<file path="config.mk">
export PLATFORM = sky130hd
export DESIGN_NAME = adder_accumulator
export DESIGN_NICKNAME = d
export VERILOG_FILES = /design/src/rtl/accum_pkg.sv /design/src/rtl/adder_nbit.sv /design/src/rtl/adder_accumulator.sv
export SDC_FILE = /design/constraint.sdc
export NUM_CORES = 1
export LEC_CHECK = 0
export ABC_AREA = 1
export CAP_MARGIN = 15
export CORE_AREA = 2 2 39 41
export CTS_CLUSTER_SIZE = 12
export DETAILED_ROUTE_END_ITERATION = 12
export DIE_AREA = 0 0 41 43
export DONT_BUFFER_PORTS = 1
export HOLD_SLACK_MARGIN = 0.1
export SLEW_MARGIN = 20
export SYNTH_ARGS = -nofsm -noshare
export SYNTH_HDL_FRONTEND = slang
export SYNTH_SLANG_ARGS = --single-unit
</file>
<file path="constraint.sdc">
create_clock -name clk -period 2.7 [get_ports clk]
set_input_delay 0.135 -clock clk [delete_from_list [all_inputs] [get_ports clk]]
set_output_delay 0.135 -clock clk [all_outputs]
set_load 0.005 [all_outputs]
</file>
<file path="src/rtl/accum_pkg.sv">
// Shared types and defaults for the adder accumulator.
package accum_pkg;

    typedef enum logic [1:0] {
        IDLE  = 2'd0,
        ACCUM = 2'd1,
        DONE  = 2'd2
    } accum_state_t;

    localparam int unsigned DEFAULT_DATA_WIDTH = 4;

endpackage

</file>
<file path="src/rtl/adder_nbit.sv">
// Parameterized combinational ripple-carry adder; overflow is the final carry-out.
module adder_nbit
    import accum_pkg::*;
#(
    parameter int unsigned WIDTH = DEFAULT_DATA_WIDTH
) (
    input  logic [WIDTH-1:0] a,
    input  logic [WIDTH-1:0] b,
    input  logic             carry_in,
    output logic [WIDTH-1:0] sum,
    output logic             overflow
);

    logic [WIDTH:0] carry;

    assign carry[0] = carry_in;

    for (genvar i = 0; i < WIDTH; i++) begin : g_bit
        assign sum[i]     = a[i] ^ b[i] ^ carry[i];
        assign carry[i+1] = (a[i] & b[i]) | (carry[i] & (a[i] ^ b[i]));
    end

    assign overflow = carry[WIDTH];

endmodule

</file>
<file path="src/rtl/adder_accumulator.sv">
// Handshaked accumulator summing NUM_OPERANDS operands per pass with sticky overflow.
// Optional macro ACCUM_SATURATE_EN clamps sum to all ones on carry-out.
module adder_accumulator
    import accum_pkg::*;
#(
    parameter  int unsigned DATA_WIDTH   = DEFAULT_DATA_WIDTH,
    parameter  int unsigned NUM_OPERANDS = 4,
    localparam int unsigned CNT_W        = $clog2(NUM_OPERANDS + 1)
) (
    input  logic                  clk,
    input  logic                  rst,
    input  logic                  start,
    input  logic                  data_valid,
    input  logic [DATA_WIDTH-1:0] data_in,
    output logic                  data_ready,
    output logic [DATA_WIDTH-1:0] sum,
    output logic                  overflow,
    output logic                  done,
    output logic                  busy,
    output logic [CNT_W-1:0]      op_count
);

    accum_state_t          state, next_state;
    logic [DATA_WIDTH-1:0] sum_d;
    logic                  overflow_d;
    logic [CNT_W-1:0]      op_count_d;
    logic [CNT_W-1:0]      cnt_inc;
    logic [DATA_WIDTH-1:0] add_sum;
    logic                  add_co;

    adder_nbit #(
        .WIDTH(DATA_WIDTH)
    ) u_adder (
        .a        (sum),
        .b        (data_in),
        .carry_in (1'b0),
        .sum      (add_sum),
        .overflow (add_co)
    );

    assign cnt_inc = op_count + CNT_W'(1);

    // State register plus registered datapath and status outputs
    always_ff @(posedge clk or posedge rst) begin
        if (rst) begin
            state      <= IDLE;
            sum        <= '0;
            overflow   <= 1'b0;
            op_count   <= '0;
            done       <= 1'b0;
            busy       <= 1'b0;
            data_ready <= 1'b0;
        end else begin
            state      <= next_state;
            sum        <= sum_d;
            overflow   <= overflow_d;
            op_count   <= op_count_d;
            done       <= (next_state == DONE);
            busy       <= (next_state == ACCUM);
            data_ready <= (next_state == ACCUM);
        end
    end

    // Next-state and next-register values
    always_comb begin
        next_state = state;
        sum_d      = sum;
        overflow_d = overflow;
        op_count_d = op_count;
        unique case (state)
            IDLE: begin
                if (start) begin
                    next_state = ACCUM;
                    sum_d      = '0;
                    overflow_d = 1'b0;
                    op_count_d = '0;
                end
            end
            ACCUM: begin
                if (data_valid) begin
`ifdef ACCUM_SATURATE_EN
                    sum_d      = add_co ? '1 : add_sum;
`else
                    sum_d      = add_sum;
`endif
                    overflow_d = overflow | add_co;
                    op_count_d = cnt_inc;
                    if (cnt_inc == CNT_W'(NUM_OPERANDS)) begin
                        next_state = DONE;
                    end
                end
            end
            DONE: begin
                if (start) begin
                    next_state = ACCUM;
                    sum_d      = '0;
                    overflow_d = 1'b0;
                    op_count_d = '0;
                end else begin
                    next_state = IDLE;
                end
            end
            default: begin
                next_state = IDLE;
            end
        endcase
    end

endmodule

</file>
# After elaboration in Yosys (flattened, before gate mapping)
# Cells that the tools add are included.
# totals
regBits	12
in_bits	8
word_cells	50
# op_classes
add_sub_neg	1
n_eq_ne	7
muxes	14
bitwise_logic	18
reduce_logical	4
# ops
operator	n
$mux W4	2
$pmux W4 S2	1
$and A1 B1 Y1	7
$xor A1 B1 Y1	7
$mux W2	3
$mux W3	2
$pmux W2 S3	1
$pmux W3 S2	1
$eq A2 B1 Y1 const B	2
$eq A2 B2 Y1 const B	2
$or A1 B1 Y1	4
$add A3 B1 Y3 const B	1
$eq A3 B3 Y1 const B	1
$mux W1	3
$reduce_and A3 Y1	1
$logic_not A2 Y1	1
$ne A2 B1 Y1 const B	1
$ne A2 B2 Y1 const B	1
$pmux W1 S2	1
$reduce_bool A2 Y1	1
$reduce_or A2 Y1	1

# Depth between registers and ports, before layout
# Gate-level depths: netlist of run 1.
# depth
word_depth	10
mapped_depth	8
mapped_depth_nobuf	8

# By module
# A second synthesis of run 1 with hierarchy kept.
# hier_totals
cells_unflattened	80
area_unflattened_um2	673.1
# by_module_without_submodules
mod	instances	cells_per_inst	area_per_inst_um2
adder_accumulator	1	66	555.5
adder_nbit	1	14	117.6

# Worst setup path before layout of run 1
# Ideal clock, no wire load.
# synth_timing
kind	register -> register
start	reg sum[0]
end	reg overflow
t_arrival_ns	1.893
required_ns	2.584
setup_slack_ns	0.690
path_stages_with_launch	9
path_cell_list	dfrtp_1 > ha_1 > fa_1 > fa_1 > fa_1 > nor2_1 > nor2_1 > nand2_1 > nand2_1
# synth_via
elab_chain_cells	10
# synth_rtl
item	line	source
start, declared	adder_accumulator.sv:16	output logic [DATA_WIDTH-1:0] sum,
start signal, assigned	adder_accumulator.sv:55	sum <= sum_d;
$and A1 B1 Y1 (2 in a row)	adder_nbit.sv:20	assign carry[i+1] = (a[i] & b[i]) | (carry[i] & (a[i] ^ b[i]));
$or A1 B1 Y1	adder_nbit.sv:20	
$and A1 B1 Y1	adder_nbit.sv:20	
$or A1 B1 Y1	adder_nbit.sv:20	
$and A1 B1 Y1	adder_nbit.sv:20	
$or A1 B1 Y1	adder_nbit.sv:20	
$or A1 B1 Y1	adder_accumulator.sv:86	overflow_d = overflow | add_co;
$mux W1	adder_accumulator.sv:80	if (data_valid) begin
$pmux W1 S2	adder_accumulator.sv:70	unique case (state)
end signal, assigned	adder_accumulator.sv:56	overflow <= overflow_d;
end, declared	adder_accumulator.sv:17	output logic overflow,
# No other way between the ends. The select of a mux whose other input is x is not followed.
# A chain may end at the register's enable or synchronous reset.

# Worst setup path after layout of run 1
# Same ends and word-level chain as after synthesis.

==> summary.txt, run 1 <==
Clock tree
  • H-tree depth: 1
  • Worst-skew pair later-pin latency: 0.27 ns
  • # clock sinks: 12
  • Clock buffer depth: 2
  • CTS Buf Count: 3
  • Clock Tree Root: clkbuf_4
  • Clock-pin slew on the worst setup and hold paths: 0.07 ns
  • TritonCTS clock tree: yes

Setup path
  • CP arrival: 2.28 ns
  • Worst setup EP type: flop
  • Crit path kind: reg2reg
  • CP max FO: 3
  • Crit path launch type: flop
  • Worst EP required: 2.87 ns

STA
  • Hold Slack: 0.107 ns
  • Worst slew pin tran: 0.465 ns
  • TNS Setup: 0 ns
  • Fin. max-slew vios: 0
  • Setup-failing EPs final: 0
  • Max_slew headroom: 69.0%
  • Clock skew: 0.00203 ns
  • RSZ-0062 raised after global routing: no
  • Crit path time final: 2.11 ns
  • Final Hold Fails: 0
  • Final Cycle Share: 78.0%
  • Highest Clock Rate: 0.475 GHz

Route
  • DRT iter0 DRCs: 3
  • Post-route ant nets: 0
  • Per-cell routed wire length: 13.4 um
  • Via count: 447
  • Drt pass-1 iters: 4
  • Routed vias/inst: 5.20
  • Final WL: 1150 um
  • Residual DRC count: 0

Power
  • Part of the power in registers: 47.6%
  • Highest ir drop seen on vdd: 0.431 mV
  • Int Power: 0.410 mW
  • Switching power total: 0.304 mW
  • Power Density: 1080 nW/um2
  • Clock share of power: 15.6%
  • Lkg Pwr: 0.368 nW
  • Comb power frac: 36.8%
  • Switching part of the total: 42.6%
  • Overall Power: 0.714 mW

Logic synthesis
  • Mean Syn Cell Area: 9.30 um2
  • Cells after synthesis: 69
  • Seq/Total Area, Yosys: 46.8%
  • Synth unique cells: 13
  • Syn nets: 83
  • Yosys warns: 0
  • Synthesized area: 642 um2
  • Synth Register Bits: 12

Placement
  • Post-DP HPWL: 853 um
  • I/O Buffers: 0
  • Final GP Congestion: 0.715

Floorplan
  • Initial Utilization: 46.4%
  • Die X: 41 um
  • Full die area: 1760 um2
  • Core Area: 1380 um2
  • Die height: 43 um
  • Num ports: 19
  • FP Rows: 14

Global routing
  • Antenna violations before repair: 0
  • First-pass GRT wire length: 2050 um
  • Vias in the first global route: 476
  • GRT Residual Overflow: 0
  • Pin count of the biggest net entering global routing: 13
  • Total Routing Usage GR: 18.3%

Finish
  • Multi-input logic area: 278 um2
  • Layout cell share with drive strength beyond 1: 10.0%
  • Final net count: 86
  • Area grow syn2layout: 2.92%
  • Antenna diodes: 0
  • Most frequent cells in the layout: 23 x nand2_1, 12 x dfrtp_1, 8 x inv_1, 8 x nand3_1, 5 x nor2_1
  • Commonest non-fill, non-tap cell in the layout: nand2_1
  • Fill cells: 130
  • Reg area: 300 um2

Hold path
  • Worst min path class: in2reg

Run status
  • Status: complete, no violations

Run
  • Max-Cap Viols: 0
==> flip-flops by register name (all words and copies together) (netlist names) <==
signal / count
busy: 1
done: 1
op_count: 3
overflow: 1
state: 2
sum: 4
==> synthesized netlist by cell type (all sizes together) <==
master / count / area [um2]
ha: 3 / 37.5
o21ai: 1 / 8.76
dfrtp: 12 / 300
buf: 3 / 33.8
nand3: 10 / 60.1
inv: 8 / 30.0
nor2: 5 / 18.8
nand2: 24 / 92.6
fa: 3 / 60.1
==> worst max-delay path, stage by stage, from the launching register on <==
cell and delay (ns):
dfrtp_1 0.42, ha_1 0.21, fa_1 0.39, fa_1 0.39
fa_1 0.36, nor2_1 0.09, nor2_1 0.04, nand2_1 0.06
nand2_1 0.04
==> final timing paths <==
| check | startpoint | endpoint | slack (ns) | depth (start not counted) |
|---|---|---|---|---|
| min in group asynchronous | rst | sum[1] | 0.31 | 2 |
| worst min-delay path | data_in[0] | sum[0] | 0.11 | 3 |
| worst min register to register | state[1] | state[1] | 0.55 | 3 |
| max in group asynchronous | rst | state[1] | 2.08 | 2 |
| worst max-delay path | sum[0] | overflow | 0.59 | 8 |
| worst max register to register | sum[0] | overflow | 0.59 | 8 |
==> logic make-up after synthesis <==
group	share of synthesized area (%)
AO/OA/AOI/OAI	1.36
adder cells (fa/ha/maj)	15.2
buffers and inverters	9.94
flip-flops	46.8
AND/OR/NAND/NOR	26.7
==> stage by stage <==
step	setup slack, ns	instance area [um2]	utilization [%]	instances
4_1_cts	0.586	661	47.7	86
2_1_floorplan	0.690	642	-	69
3_5_place_dp	0.601	628	45.4	82
6_report	0.594	661	47.7	86
3_3_place_gp	0.622	628	45.4	82
5_1_grt	0.442	661	47.7	86
==> what timing repair did <==
action,CTS,global route
resized for setup,0,0
hold buffers,1,0
buffers inserted,0,0
endpoints found under the setup margin,0,0
hold endpoints to repair,12,0
==> power groups by stage <==
stage / Sequential [mW] / Combinational (mW) / Clock [mW]
3_5_place_dp: 0.346 / 0.266 / 0
6_report: 0.340 / 0.262 / 0.111
4_1_cts: 0.343 / 0.268 / 0.113
3_3_place_gp: 0.343 / 0.253 / 0
5_1_grt: 0.359 / 0.319 / 0.126
2_1_floorplan: 0.325 / 0.248 / 0
==> metal layers <==
layer	share of wire, %	track usage (%)
met1	41	22.2
met2	48	25.3
met3	7.5	7.85
met4	3.6	12.0
met5	0	0
==> cell type report <==
class | count | area share, %
Tap cell | 16 | 3.03
Clock buffer | 3 | 3.41
Inverter | 8 | 4.55
Timing Repair Buffer | 1 | 1.52
Multi-Input combinational cell | 46 | 42.0
Sequential cell | 12 | 45.5
No activity file was read; power rests on OpenSTA's default activity.
==> run 2: changes to the inputs <==
--- a/config.mk
+++ b/config.mk
@@ -5,7 +5,7 @@
 export SDC_FILE = /design/constraint.sdc
 export NUM_CORES = 1
 export LEC_CHECK = 0
-export ABC_AREA = 1
+export ABC_AREA = 0
 export CAP_MARGIN = 15
 export CORE_AREA = 2 2 39 41
 export CTS_CLUSTER_SIZE = 12
==> constraint.sdc (replaced) <==
create_clock -name clk -period 1.7 [get_ports clk]
set_input_delay 0.085 -clock clk [delete_from_list [all_inputs] [get_ports clk]]
set_output_delay 0.085 -clock clk [all_outputs]
set_load 0.005 [all_outputs]
==> summary.txt, run 2 <==
Run status
  • Status: finished, violations left
  • Failing checks: setup timing

Finish
  • Area grow syn2layout: 13.7%
  • Post-route design area: 676 um2
  • Layout Cells excl Fill: 75
  • Layout cell share with drive strength beyond 1: 15.3%
  • Antenna diodes: 0
  • Reg area: 300 um2
  • Largest register FFs: 4
  • Largest registers: sum (4), op_count (3), state (2)
  • Multi-input logic area: 274 um2
  • Final net count: 75
  • Commonest non-fill, non-tap cell in the layout: dfrtp_1
  • Fill cells: 138
  • Fin util: 48.8%
  • Biggest register: sum
  • Most frequent cells in the layout: 12 x dfrtp_1, 11 x nand2_1, 6 x nand3_1

Floorplan
  • Initial Utilization: 42.9%
  • Die X: 41 um
  • Core Area: 1380 um2
  • FP Rows: 14
  • Num ports: 19
  • Full die area: 1760 um2
  • Die height: 43 um

Route
  • Drt pass-1 iters: 2
  • Final WL: 1030 um
  • Via count: 386
  • Post-route ant nets: 0
  • DRT iter0 DRCs: 2
  • Residual DRC count: 0
  • Per-cell routed wire length: 13.8 um
  • Routed vias/inst: 5.15

Clock tree
  • H-tree depth: 1
  • Worst-skew pair later-pin latency: 0.26 ns
  • Clock Tree Root: clkbuf_4
  • Postcts setup bufs: 0
  • # clock sinks: 12
  • Clock-pin slew on the worst setup and hold paths: 0.07 ns
  • Clock buffer depth: 2
  • CTS Buf Count: 3
  • TritonCTS clock tree: yes

STA
  • Worst slew pin tran: 0.470 ns
  • Post-route setup slack: -0.200 ns
  • RSZ-0062 raised after global routing: yes
  • Max_slew headroom: 68.7%
  • Highest Clock Rate: 0.526 GHz
  • Fin. max-slew vios: 0
  • Final Cycle Share: 112%
  • Crit path time final: 1.90 ns
  • Hold Slack: 0.118 ns
  • Clock skew: 0.000986 ns
  • Final Hold Fails: 0
  • Setup-failing EPs final: 2
  • TNS Setup: -0.397 ns

Logic synthesis
  • Synth unique cells: 19
  • Adder-Cell Fraction of Synth Area: 16.4%
  • Simple-gate share of the synthesized area: 21.3%
  • Mux cell area share after synthesis: 1.68%
  • Yosys warns: 0
  • Top-area cell type share of the netlist area: 50.5%
  • Mean Syn Cell Area: 11.2 um2
  • Syn nets: 67
  • Top cells by area, synth: dfrtp_1 51%, fa_1 10%, nand2_1 6.9%, ha_1 6.3%, nand3_1 5.1%
  • Most common cell in the netlist: dfrtp_1
  • Async SR Flop Fraction: 100%
  • Seq/Total Area, Yosys: 50.5%
  • Dominant cell type by area after synthesis: dfrtp_1
  • Ys flop type: dfrtp_1
  • Largest family of logic cells by synthesized area: simple AND/OR/NAND/NOR gates
  • Synthesized area: 594 um2
  • EDFF count, synth: 0
  • XOR/XNOR share of the synthesized area: 1.47%
  • Fraction of the mapped netlist area in compound gates: 4.00%
  • Synth cell count leaders: 12 x dfrtp_1, 11 x nand2_1, 6 x nand3_1
  • Synth Register Bits: 12
  • Cells after synthesis: 53

Hold path
  • Hold Path Sink: sum[2]
  • Worst min path class: in2reg
  • Beginning of the worst hold path: data_in[2]
  • WHS Path Cells: 3

Global routing
  • First-pass GRT wire length: 1800 um
  • GRT Residual Overflow: 0
  • Vias in the first global route: 411
  • Total Routing Usage GR: 16.3%
  • Pin count of the biggest net entering global routing: 13
  • Antenna violations before repair: 0

Placement
  • Placed instance area: 613 um2
  • Final GP Congestion: 0.678
  • Dpl cells: 68
  • I/O Buffers: 0
  • Worst slack, placed: -0.204 ns

Power
  • Power Density: 1660 nW/um2
  • Lkg Pwr: 0.345 nW
  • Overall Power: 1.12 mW
  • Highest ir drop seen on vdd: 0.590 mV

Run
  • Max-Cap Viols: 0

Setup path
  • CP max FO: 2
  • R2r endpoint: overflow
  • Worst setup EP type: flop
  • Worst r2r path cells: 5
  • Worst EP required: 1.86 ns
  • CP arrival: 2.06 ns
  • Crit path launch type: flop
  • Crit Reg-Reg Startpoint: sum[0]
  • Crit path kind: reg2reg
  • R2R setup slack: -0.20 ns
## run 2: worst max-delay path, cell delays in order (launching register included)
cell,delay (ns)
dfrtp_1,0.38
ha_2,0.18
fa_2,0.33
fa_2,0.34
fa_1,0.36
a22o_1,0.20
## run 2: layer usage
| metal | vias up | routed length (um) | GRT usage, % |
|---|---|---|---|
| met1 | 187 | 457 | 19.9 |
| li1 | 187 | - | - |
| met2 | 10 | 484 | 20.9 |
| met5 | - | 0 | 0 |
| met4 | 0 | 9 | 10.0 |
| met3 | 2 | 82 | 9.95 |
## run 2: power by group
| group | total, mW | internal [mW] | leakage (nW) | switching (mW) |
|---|---|---|---|---|
| clock | 0.168 | 0.0818 | 0.0138 | 0.0863 |
| combinational | 0.422 | 0.210 | 0.184 | 0.212 |
| sequential | 0.531 | 0.408 | 0.147 | 0.123 |
| total | 1.12 | 0.700 | 0.345 | 0.421 |
## run 2: repair_timing
item,in CTS,in global routing
resized for setup,0,0
endpoints found under the hold margin,17,0
hold buffers,4,0
setup endpoints to repair,2,2
## run 2: area by class of cell
type / count / area share (%)
inverter: 1 / 0.556
timing repair buffer: 6 / 8.15
multi-input combinational: 37 / 40.6
clock buffer: 3 / 3.33
sequential: 12 / 44.4
tap: 16 / 2.96
## run 2: how the worst max path moves through the flow
stage               cells past startpoint  startpoint  endpoint
global route                            5      sum[0]  overflow
finish                                  5      sum[0]  overflow
floorplan                               5      sum[0]  overflow
global placement                        5      sum[0]  overflow
detailed placement                      5      sum[0]  overflow
CTS                                     5      sum[0]  overflow
## run 2: cells by family (layout without fill, tap and decap cells)
group,after synthesis,after routing
AO/OA/AOI/OAI,4,4
XOR/XNOR,1,1
adder cells (fa/ha/maj),6,6
buffers and inverters,4,10
flip-flops,12,12
multiplexers,1,1
AND/OR/NAND/NOR,25,25
==> run 3: changes to the inputs <==
--- a/config.mk
+++ b/config.mk
@@ -7,12 +7,16 @@
 export LEC_CHECK = 0
 export ABC_AREA = 0
 export CAP_MARGIN = 15
-export CORE_AREA = 2 2 39 41
+export CELL_PAD_IN_SITES_DETAIL_PLACEMENT = 1
+export CELL_PAD_IN_SITES_GLOBAL_PLACEMENT = 2
+export CORE_ASPECT_RATIO = 0.75
+export CORE_MARGIN = 2
+export CORE_UTILIZATION = 32
 export CTS_CLUSTER_SIZE = 12
 export DETAILED_ROUTE_END_ITERATION = 12
-export DIE_AREA = 0 0 41 43
 export DONT_BUFFER_PORTS = 1
 export HOLD_SLACK_MARGIN = 0.1
+export PLACE_DENSITY_LB_ADDON = 0.1
 export SLEW_MARGIN = 20
 export SYNTH_ARGS = -nofsm -noshare
 export SYNTH_HDL_FRONTEND = slang
==> summary.txt, run 3 (synthesis results as in run 2) <==
Run status
  • Status: finished, violations left
  • Failing checks: setup timing

Setup path
  • Worst r2r path cells: 5
  • CP max FO: 2
  • Worst EP required: 1.85 ns
  • R2R setup slack: -0.24 ns
  • R2r endpoint: overflow
  • Worst setup EP type: flop
  • CP arrival: 2.08 ns
  • Crit path launch type: flop
  • Crit Reg-Reg Startpoint: sum[0]
  • Crit path kind: reg2reg

Floorplan
  • Die X: 53.8 um
  • Full die area: 2220 um2
  • Die height: 41.3 um
  • Num ports: 19
  • Core Area: 1740 um2
  • Initial Utilization: 34.1%
  • FP Rows: 13

Route
  • Via count: 413
  • Routed vias/inst: 5.10
  • Post-route ant nets: 0
  • Per-cell routed wire length: 15.3 um
  • Final WL: 1240 um
  • Drt pass-1 iters: 4
  • Residual DRC count: 0
  • DRT iter0 DRCs: 10

Clock tree
  • CTS Buf Count: 3
  • TritonCTS clock tree: yes
  • Clock-pin slew on the worst setup and hold paths: 0.07 ns
  • Worst-skew pair later-pin latency: 0.26 ns
  • # clock sinks: 12
  • Clock buffer depth: 2
  • Cts repair resizes: 0
  • Clock Tree Root: clkbuf_4
  • H-tree depth: 1

STA
  • Crit path time final: 1.94 ns
  • TNS Setup: -0.460 ns
  • Highest Clock Rate: 0.517 GHz
  • Clock skew: 0.00296 ns
  • Post-route setup slack: -0.235 ns
  • RSZ-0062 raised after global routing: yes
  • Fin. max-slew vios: 0
  • Final Hold Fails: 0
  • Final Cycle Share: 114%
  • Hold Slack: 0.121 ns
  • Worst slew pin tran: 0.471 ns
  • Max_slew headroom: 68.6%
  • Setup-failing EPs final: 2

Placement
  • Placed instance area: 621 um2
  • Post-DP HPWL: 942 um
  • Final GP Congestion: 0.622
  • I/O Buffers: 0

Power
  • Highest ir drop seen on vdd: 0.558 mV
  • Lkg Pwr: 0.345 nW
  • Power Density: 1710 nW/um2

Finish
  • Most frequent cells in the layout: 12 x dfrtp_1, 11 x nand2_1, 6 x nand3_1
  • Largest register FFs: 4
  • Fin util: 39.1%
  • Biggest register: sum
  • Commonest non-fill, non-tap cell in the layout: dfrtp_1
  • Layout cell share with drive strength beyond 1: 16.9%
  • Largest registers: sum (4), op_count (3), state (2)
  • Area grow syn2layout: 14.5%
  • Fill cells: 183
  • Final net count: 75
  • Antenna diodes: 0
  • Post-route design area: 681 um2

Global routing
  • Pin count of the biggest net entering global routing: 13
  • Vias in the first global route: 388
  • Total Routing Usage GR: 12.8%
  • First-pass GRT wire length: 1860 um
  • Antenna violations before repair: 0
  • GRT Residual Overflow: 0

Hold path
  • Beginning of the worst hold path: data_in[3]
  • Worst min path class: in2reg
  • WHS Path Cells: 3
  • Hold Path Sink: sum[3]

Run
  • Max-Cap Viols: 0
[run 3: stage by stage]
step	instances	total power [mW]	setup slack, ns
4_1_cts	80	1.18	-0.249
6_report	81	1.17	-0.235
3_3_place_gp	74	0.931	-0.179
2_1_floorplan	53	0.859	-0.192
3_5_place_dp	74	0.986	-0.240
5_1_grt	81	1.28	-0.287
[run 3: final cells by class]
type / instances / area [um2] / share of cell area [%]
multi-input cells: 37 / 274 / 40.3
well taps: 22 / 27.5 / 4.04
clock buffers: 3 / 22.5 / 3.31
inverters: 1 / 3.75 / 0.551
flip-flops and latches: 12 / 300 / 44.1
repair buffers: 6 / 52.6 / 7.72
[run 3: per-layer routing]
metal,vias up,track usage [%],routed length [um]
met2,13,23.2,650
met4,0,0,0
li1,190,-,-
met5,-,0,0
met1,210,14.1,507
met3,0,7.14,84
[run 3: what timing repair did]
action                                 in CTS  in global routing
hold buffers                                3                  0
buffers inserted                            0                  1
endpoints found under the hold margin      15                  0
setup endpoints to repair                   2                  2
[run 3: worst max path at each step]
stage / start / to / slack, ns / depth (start not counted)
after floorplan: sum[0] / overflow / -0.19 / 5
after global placement: sum[0] / overflow / -0.18 / 5
after detailed placement: sum[0] / overflow / -0.24 / 5
after CTS: sum[0] / overflow / -0.25 / 5
after global routing: sum[0] / sum[3] / -0.29 / 6
final: sum[0] / overflow / -0.24 / 5
[run 3: where the power goes]
part	switching (mW)	leakage [nW]	internal, mW
Clock	0.0821	0.0138	0.0816
Sequential	0.129	0.147	0.408
Combinational	0.239	0.185	0.227
[run 3: worst max-delay path: stages, from the launching register on]
cell	delay (ns)
dfrtp_1	0.39
ha_2	0.18
fa_2	0.34
fa_2	0.35
fa_1	0.37
a22o_1	0.21
